--- config.mk ---
export PLATFORM = sky130hd
export DESIGN_NAME = board_task_sequencer
export DESIGN_NICKNAME = d
export VERILOG_FILES = /design/src/rtl/board_pkg.sv /design/src/rtl/tick_gen.sv /design/src/rtl/board_task_sequencer.sv
export SDC_FILE = /design/constraint.sdc
export NUM_CORES = 1
export LEC_CHECK = 0
export BUFFER_PORTS_ARGS = -buffer_cell sky130_fd_sc_hd__buf_4
export CAP_MARGIN = 20
export CORE_ASPECT_RATIO = 1.1
export CORE_MARGIN = 3
export CORE_UTILIZATION = 35
export CTS_CLUSTER_SIZE = 25
export DETAILED_ROUTE_END_ITERATION = 6
export PLACE_DENSITY = 0.6
export SKIP_CTS_REPAIR_TIMING = 1
export SLEW_MARGIN = 20
export SYNTH_ARGS = -nofsm -noshare
export SYNTH_HDL_FRONTEND = slang
export SYNTH_SLANG_ARGS = --single-unit
--- constraint.sdc ---
create_clock -name clock -period 1.8 [get_ports clock]
set_input_delay 0.18 -clock clock [delete_from_list [all_inputs] [get_ports clock]]
set_output_delay 0.18 -clock clock [all_outputs]
set_load 0.05 [all_outputs]
--- src/rtl/board_pkg.sv ---
// Shared types and constants for the board task sequencer.
package board_pkg;

  typedef enum logic [1:0] {
    ST_IDLE     = 2'd0,
    ST_RUN      = 2'd1,
    ST_HOLD     = 2'd2,
    ST_FINISHED = 2'd3
  } seq_state_e;

  localparam logic [7:0] SEG_BLANK = 8'hFF;
  localparam logic [3:0] AN_BLANK  = 4'hF;

  function automatic logic state_is_busy(input seq_state_e s);
    return (s == ST_RUN) || (s == ST_HOLD);
  endfunction

endpackage

--- src/rtl/tick_gen.sv ---
// Free-running divider producing a one-cycle tick every CLK_HZ/TICK_HZ clocks.
module tick_gen #(
  parameter int CLK_HZ  = 100000000,
  parameter int TICK_HZ = 1000
) (
  input  logic clock,
  input  logic reset,
  output logic tick
);

  localparam int DIV = (CLK_HZ / TICK_HZ < 1) ? 1 : CLK_HZ / TICK_HZ;
  localparam int CW  = (DIV > 1) ? $clog2(DIV) : 1;
  localparam logic [CW-1:0] CNT_LAST = CW'(DIV - 1);

  logic [CW-1:0] cnt_q;
  logic          tick_q;

  // Divider counter and registered tick pulse
  always_ff @(posedge clock) begin
    if (reset) begin
      cnt_q  <= '0;
      tick_q <= 1'b0;
    end else begin
      tick_q <= (cnt_q == CNT_LAST);
      cnt_q  <= (cnt_q == CNT_LAST) ? '0 : cnt_q + 1'b1;
    end
  end

  assign tick = tick_q;

endmodule

--- src/rtl/board_task_sequencer.sv ---
// Steps through NUM_TASKS task channels, muxing each task's display onto seg/an.
// Optional per-task timeout is enabled by defining SEQ_TIMEOUT_EN.
module board_task_sequencer
  import board_pkg::*;
#(
  parameter int NUM_TASKS     = 4,
  parameter int CLK_HZ        = 100000000,
  parameter int TICK_HZ       = 1000,
  parameter int HOLD_TICKS    = 500,
  parameter int TIMEOUT_TICKS = 30000
) (
  input  logic                         clock,
  input  logic                         reset,
  input  logic                         start,
  input  logic                         skip,
  input  logic [8*NUM_TASKS-1:0]       task_seg,
  input  logic [4*NUM_TASKS-1:0]       task_an,
  input  logic [NUM_TASKS-1:0]         task_done,
  output logic [7:0]                   seg,
  output logic [3:0]                   an,
  output logic [NUM_TASKS-1:0]         task_start,
  output logic [$clog2(NUM_TASKS)-1:0] active_task,
  output logic [NUM_TASKS-1:0]         progress,
  output logic                         tick,
  output logic                         busy,
  output logic [NUM_TASKS-1:0]         timed_out
);

  localparam int AW = $clog2(NUM_TASKS);
  localparam int HW = $clog2(HOLD_TICKS + 1);
  localparam logic [HW-1:0] HOLD_LAST = HW'(HOLD_TICKS - 1);
  localparam logic [AW-1:0] TASK_LAST = AW'(NUM_TASKS - 1);

  seq_state_e           state_q, state_d;
  logic [AW-1:0]        active_q, active_d;
  logic [NUM_TASKS-1:0] progress_q, progress_d;
  logic [NUM_TASKS-1:0] task_start_q, task_start_d;
  logic [HW-1:0]        hold_q, hold_d;
  logic                 start_q, skip_q;
  logic [7:0]           seg_q;
  logic [3:0]           an_q;
  logic                 tick_s, start_rise_s, skip_rise_s;

`ifdef SEQ_TIMEOUT_EN
  localparam int TW = $clog2(TIMEOUT_TICKS + 1);
  localparam logic [TW-1:0] TO_LAST = TW'(TIMEOUT_TICKS - 1);
  logic [TW-1:0]        to_q, to_d;
  logic [NUM_TASKS-1:0] timed_out_q, timed_out_d;
`else
  logic unused_timeout_s;
  assign unused_timeout_s = TIMEOUT_TICKS[0];
`endif

  tick_gen #(.CLK_HZ(CLK_HZ), .TICK_HZ(TICK_HZ)) u_tick_gen (
    .clock(clock),
    .reset(reset),
    .tick (tick_s)
  );

  assign start_rise_s = start & ~start_q;
  assign skip_rise_s  = skip & ~skip_q;

  // Next-state and task bookkeeping
  always_comb begin
    state_d      = state_q;
    active_d     = active_q;
    progress_d   = progress_q;
    task_start_d = '0;
    hold_d       = hold_q;
`ifdef SEQ_TIMEOUT_EN
    to_d         = to_q;
    timed_out_d  = timed_out_q;
`endif
    case (state_q)
      ST_IDLE, ST_FINISHED: begin
        if (start_rise_s) begin
          state_d      = ST_RUN;
          active_d     = '0;
          progress_d   = '0;
          task_start_d = NUM_TASKS'(1);
`ifdef SEQ_TIMEOUT_EN
          to_d         = '0;
          timed_out_d  = '0;
`endif
        end else begin
          state_d = state_q;
        end
      end
      ST_RUN: begin
        // done and skip together still give a single transition into HOLD
        if (task_done[active_q] || skip_rise_s) begin
          state_d = ST_HOLD;
          hold_d  = '0;
`ifdef SEQ_TIMEOUT_EN
        end else if (tick_s && (to_q == TO_LAST)) begin
          state_d                = ST_HOLD;
          hold_d                 = '0;
          timed_out_d[active_q]  = 1'b1;
        end else if (tick_s) begin
          to_d = to_q + 1'b1;
`endif
        end else begin
          state_d = ST_RUN;
        end
      end
      ST_HOLD: begin
        if (tick_s && (hold_q == HOLD_LAST)) begin
          progress_d[active_q] = 1'b1;
          if (active_q == TASK_LAST) begin
            state_d = ST_FINISHED;
          end else begin
            state_d      = ST_RUN;
            active_d     = active_q + 1'b1;
            task_start_d = NUM_TASKS'(1) << (active_q + 1'b1);
`ifdef SEQ_TIMEOUT_EN
            to_d         = '0;
`endif
          end
        end else if (tick_s) begin
          hold_d = hold_q + 1'b1;
        end else begin
          hold_d = hold_q;
        end
      end
      default: state_d = ST_IDLE;
    endcase
  end

  // State, edge-detect and registered display outputs
  always_ff @(posedge clock) begin
    if (reset) begin
      state_q      <= ST_IDLE;
      active_q     <= '0;
      progress_q   <= '0;
      task_start_q <= '0;
      hold_q       <= '0;
      start_q      <= 1'b0;
      skip_q       <= 1'b0;
      seg_q        <= SEG_BLANK;
      an_q         <= AN_BLANK;
`ifdef SEQ_TIMEOUT_EN
      to_q         <= '0;
      timed_out_q  <= '0;
`endif
    end else begin
      state_q      <= state_d;
      active_q     <= active_d;
      progress_q   <= progress_d;
      task_start_q <= task_start_d;
      hold_q       <= hold_d;
      start_q      <= start;
      skip_q       <= skip;
      seg_q        <= (state_q == ST_IDLE) ? SEG_BLANK : task_seg[{active_q, 3'b000} +: 8];
      an_q         <= (state_q == ST_IDLE) ? AN_BLANK  : task_an[{active_q, 2'b00} +: 4];
`ifdef SEQ_TIMEOUT_EN
      to_q         <= to_d;
      timed_out_q  <= timed_out_d;
`endif
    end
  end

  assign seg         = seg_q;
  assign an          = an_q;
  assign task_start  = task_start_q;
  assign active_task = active_q;
  assign progress    = progress_q;
  assign tick        = tick_s;
  assign busy        = state_is_busy(state_q);
`ifdef SEQ_TIMEOUT_EN
  assign timed_out   = timed_out_q;
`else
  assign timed_out   = '0;
`endif

endmodule

# Yosys cells after proc, flatten, opt, wreduce, memory -nomap -nowiden
# Index checks and enable logic that the tools add are counted.
[word_totals] word_cells=74 reg_bits=53
[op_classes] n_reduce_logical=14 shifts=3 magnitude_cmp=2 n_eq_ne=12 n_addsub=3 n_mux=24 bitwise_logic=5
[ops] operator="$shiftx 32x6->8" count=1
[ops] operator="$mux 9" count=3
[ops] operator="$pmux 9 s2" count=1
[ops] operator="$add 17x1->17 const B" count=1
[ops] operator="$eq 17x17->1 const B" count=1
[ops] operator="$mux 4" count=4
[ops] operator="$pmux 4 s2" count=2
[ops] operator="$shiftx 16x5->4" count=1
[ops] operator="$mux 2" count=7
[ops] operator="$ne 2x2->1 const B" count=5
[ops] operator="$add 9x1->9 const B" count=1
[ops] operator="$eq 9x9->1 const B" count=1
[ops] operator="$reduce_and 4->1" count=2
[ops] operator="$eq 2x2->1 const B" count=3
[ops] operator="$pmux 2 s3" count=1
[ops] operator="$reduce_or 2->1" count=3
[ops] operator="$or 4x4->4" count=1
[ops] operator="$pmux 2 s2" count=1
[ops] operator="$reduce_bool 2->1" count=2
[ops] operator="$shl 1x2->4 const A" count=1
[ops] operator="$lt 2x3->1 const B" count=1
[ops] operator="$mux 1" count=3
[ops] operator="$reduce_and 3->1" count=1
[ops] operator="$add 2x1->2 const B" count=1
[ops] operator="other kinds (11)" count=15

# Depth between registers and ports, before layout
[logic_depth] word_depth=7 ltp_mapped=7 depth_no_buf=6

# Modules after synthesis
# From an unflattened synthesis, not the netlist that was laid out.
[hier_totals] hier_cells=270 hier_area_um2=2795.2
[modules_own_cells] mod="board_task_sequencer" area_each_um2=1933.1 instances=1 cells_per_inst=182 seq_area_each_um2=700.7
[modules_own_cells] mod="tick_gen" area_each_um2=862.1 instances=1 cells_per_inst=88 seq_area_each_um2=360.3

# Worst setup path before layout
# Ideal clock, no wire load.
[synth_timing] path_kind="reg2reg" from="reg active_q[0], in the netlist active_task[0]" to="reg an_q[3], in the netlist an[3]" path_stages_with_launch=5 required_ns=1.673 t_arrival_ns=2.109 setup_time_ns=0.127 setup_slack_ns=-0.436 synth_period_minus_slack_ns=2.236 path_buffers=2 path_cell_list="dfxtp_1 > buf_2 > buf_2 > mux4_2 > or3_1"
[synth_via] elab_chain_cells=1
[synth_rtl] element="start: declaration" line_no="board_task_sequencer.sv:35" rtl="logic [AW-1:0] active_q, active_d;"
[synth_rtl] element="start signal: assignment" line_no="board_task_sequencer.sv:147" rtl="active_q <= active_d;"
[synth_rtl] element="$shiftx 16x5->4" line_no="board_task_sequencer.sv:154" rtl="an_q <= (state_q == ST_IDLE) ? AN_BLANK : task_an[{active_q, 2'b00} +: 4];"
[synth_rtl] element="end signal: assignment" line_no="board_task_sequencer.sv:154"
[synth_rtl] element="end: declaration" line_no="board_task_sequencer.sv:41" rtl="logic [3:0] an_q;"
# Every way passes these cells.
# A chain may end at the register's enable or synchronous reset.

# Worst setup path after layout
[layout_timing] from="reg hold_q[0]" to="reg active_q[0], in the netlist active_task[0]"
[layout_via] elab_chain_cells=4
[layout_rtl] element="start: declaration" line_no="board_task_sequencer.sv:38" rtl="logic [HW-1:0] hold_q, hold_d;"
[layout_rtl] element="start signal: assignment" line_no="board_task_sequencer.sv:150" rtl="hold_q <= hold_d;"
[layout_rtl] element="$eq 9x9->1" line_no="board_task_sequencer.sv:107" rtl="if (tick_s && (hold_q == HOLD_LAST)) begin"
[layout_rtl] element="$logic_and 1x1->1" line_no="board_task_sequencer.sv:107"
[layout_rtl] element="$ne 2x2->1 (no line)"
[layout_rtl] element="$reduce_and 4->1 (no line)"
# Every way passes these cells.

==> results.txt <==
R2R Path Start - hold_q[0]
pwr dens - 743.3 mW/mm^2
CORE AREA - 0.007515 mm^2
Synth Flop Type - dfxtp_1
Num CTS Buffers - 5
Post-DRT Antenna Nets - 0
top-area cell type share of the netlist area - 39.10%
Max IR drop VDD - 487.4 uV
share of layout cells above drive strength 1 - 36.14%
Routed WL - 6.215 mm
Post-synth EDFFs - 0
min cycle time layout - 1682 ps
RR Endpoint - active_task[0]
Critical Path Start Type - register
PnR worst setup slack - 118.4 ps
Max stage delay on crit path - 400 ps
Crit Path Max Fanout - 5
Max Slew Vio Count - 0
WP depth - 6
final setup fails - 0
Non-Filler Instances - 473
GPL Wtd Cong - 0.7827
max cap viols - 0
dpl ws - 44.41 ps
Worst Path Buf+Inv - 0
Vias - 2320
hold path endpoint - start_q
starting density of the core - 36.11%
Inst Count DP - 463
Crit. End Element - register
Syn. warnings - 0
Flop pwr share - 46.3%
endpoints failing hold - 0
Area Growth Syn to Fin - 33.06%
Worst-path clk slew - 100 ps
switching power - 0.8148 mW
worst-path cell chain - ha_2 > and2_1 > nand4_1 > o21a_1 > o21ai_0 > a21oi_1
Yosys reg bits - 53
Detail Placement HPWL - 4.776 mm
internal power - 1.869 mW
antenna violations before repair - 0
hold slack - 85.74 ps
chip height - 98.36 um
Worst Path Class, Setup - register to register
most common cell in the synthesized netlist - dfxtp_1
largest net degree at the start of global routing - 29
Die Width - 89.96 um
vias in the first global route - 2248
nets - 434
Total GRT Usage - 13.70%
via/cell ratio - 4.905
FMAX - 594.7 MHz
delay-heaviest family, CP - compound AO/OA/AOI/OAI gates
global route overflow - 0
status - finished, final reports clean
first-pass GRT wire length - 10.15 mm
Min-Delay Path Class - primary input to register
Clock Sinks - 53
Crit-path slowest cell - dfxtp_1
CTS tree - yes
Root Buffer - clkbuf_8
Mapped Cells - 282
worst skew pair latency - 310 ps
PnR Total Power - 2.684 mW
CTS H-tree lvls - 2
Final Cycle Share - 93.42%
Max Buffers Root-to-Sink - 2
wire per inst - 13.14 um
library cells used by synthesis - 51
post-synthesis sequential area ratio - 39.10%
combinational power share - 24.5%
initial DRC count - 61
row count - 33
worst path arrival time - 1870 ps
Mapped Area - 0.002714 mm^2
worst hold start - start
Clock Power Share - 29.2%
Worst R2R Setup Slack - 120 ps
Worst R2R Path Depth - 6
clk_skew - 14.15 ps
First-pass DRT Iterations - 4
Sw Share - 30.36%
Synth area leader - dfxtp_1
# diodes - 0
I/O pin count - 84
Final Util - 48.05%
Pleak - 1.407 nW
PortBufs - 79
leading post-synthesis cells by cell area - dfxtp_1, mux4_2, ha_1
list of most frequent post-synthesis cells - dfxtp_1, nor2_1, or3_1
data required time at the worst endpoint - 1990 ps
Remaining DRCs - 0
Die Area - 0.008848 mm^2
hold path cells - 2
Post-synth ARST share - 0%
Avg Cell Area, Syn - 9.624 um^2
==> state kept, by name (all words and copies together) (netlist names) <==
name,cells
active_task,2
an,4
hold_q,9
progress,4
seg,8
skip_q,1
start_q,1
state_q,2
task_start,4
u_tick_gen.cnt_q,17
u_tick_gen.tick,1
==> logic make-up after synthesis <==
kind of cell / after synthesis / synth area share (%)
simple gates: 119 / 24.34
other cells: 1 / 0.1382
compound gates: 39 / 9.682
xor+xnor: 15 / 4.841
fa+ha+maj: 11 / 5.071
mux: 15 / 11.43
flops: 53 / 39.10
buf+inv: 29 / 5.395
==> cell usage in the layout (no fill, tap or decap), types with 3 or more instances in the layout <==
cell,Yosys,final
nor3_1,5,5
or3_1,17,16
and3_1,5,5
o21a_1,3,3
xor2_1,8,8
nand4_1,5,5
ha_2,0,4
inv_1,10,10
buf_4,5,94
mux4_2,11,11
o21ai_0,11,11
nand2b_1,3,3
ha_1,11,7
dfxtp_1,53,50
clkbuf_8,0,5
a21oi_1,9,9
nand2_1,9,8
nor2_1,31,31
conb_1,1,4
nor4_1,3,3
o31ai_1,3,3
and4_1,3,3
xnor2_1,7,7
nor2b_1,10,10
nand3_1,14,14
and2_1,4,4
==> power groups by stage <==
stage | Sequential (mW) | Clock, mW | Combinational (mW)
after CTS | 1.24 | 0.815 | 0.651
after detailed placement | 1.27 | 0 | 0.649
after global placement | 1.27 | 0 | 0.650
after floorplan | 1.37 | 0 | 0.315
after global routing | 1.25 | 0.853 | 0.715
final | 1.24 | 0.784 | 0.658
==> worst max-delay path by stage <==
stage                   startpoint              to  slack, ps
floorplan           active_task[1]       hold_q[3]        -70
global placement        state_q[1]       hold_q[3]         90
detailed placement      state_q[1]       hold_q[3]         40
CTS                     state_q[0]       hold_q[1]         10
global route             hold_q[0]  active_task[0]        -10
finish                   hold_q[0]  active_task[0]        120
==> metrics by stage <==
stage                     setup TNS (ps)  instance area (um^2)
after floorplan                   -509.5                  2744
after global placement                 0                  3451
after detailed placement               0                  3451
after CTS                              0                  3562
after global routing              -12.02                  3611
final                                  0                  3611
==> routing by layer <==
layer | GRT usage (%) | vias up | wire (um) | part of all wire, %
met5 | 0 | - | 0 | 0
met2 | 25.81 | 54 | 3241 | 52
met4 | 3.298 | 0 | 67 | 1.1
met3 | 2.388 | 7 | 262 | 4.2
met1 | 16.13 | 1093 | 2644 | 43
li1 | - | 1166 | - | -
==> worst reg2reg max path: stages, from the launching register on <==
cell and delay, ps:
dfxtp_1 400, ha_2 230, and2_1 180, nand4_1 250, o21a_1 250, o21ai_0 170, a21oi_1 90
==> layout make-up <==
cell class	instances	area (um^2)
multi-input cells	203	1555
clock inverters	2	17.52
repair buffers	94	705.7
inverters	10	37.54
clock buffers	6	93.84
well taps	105	131.4
fillers	749	3904
flip-flops and latches	53	1070
(Power assumes the default switching activity.)
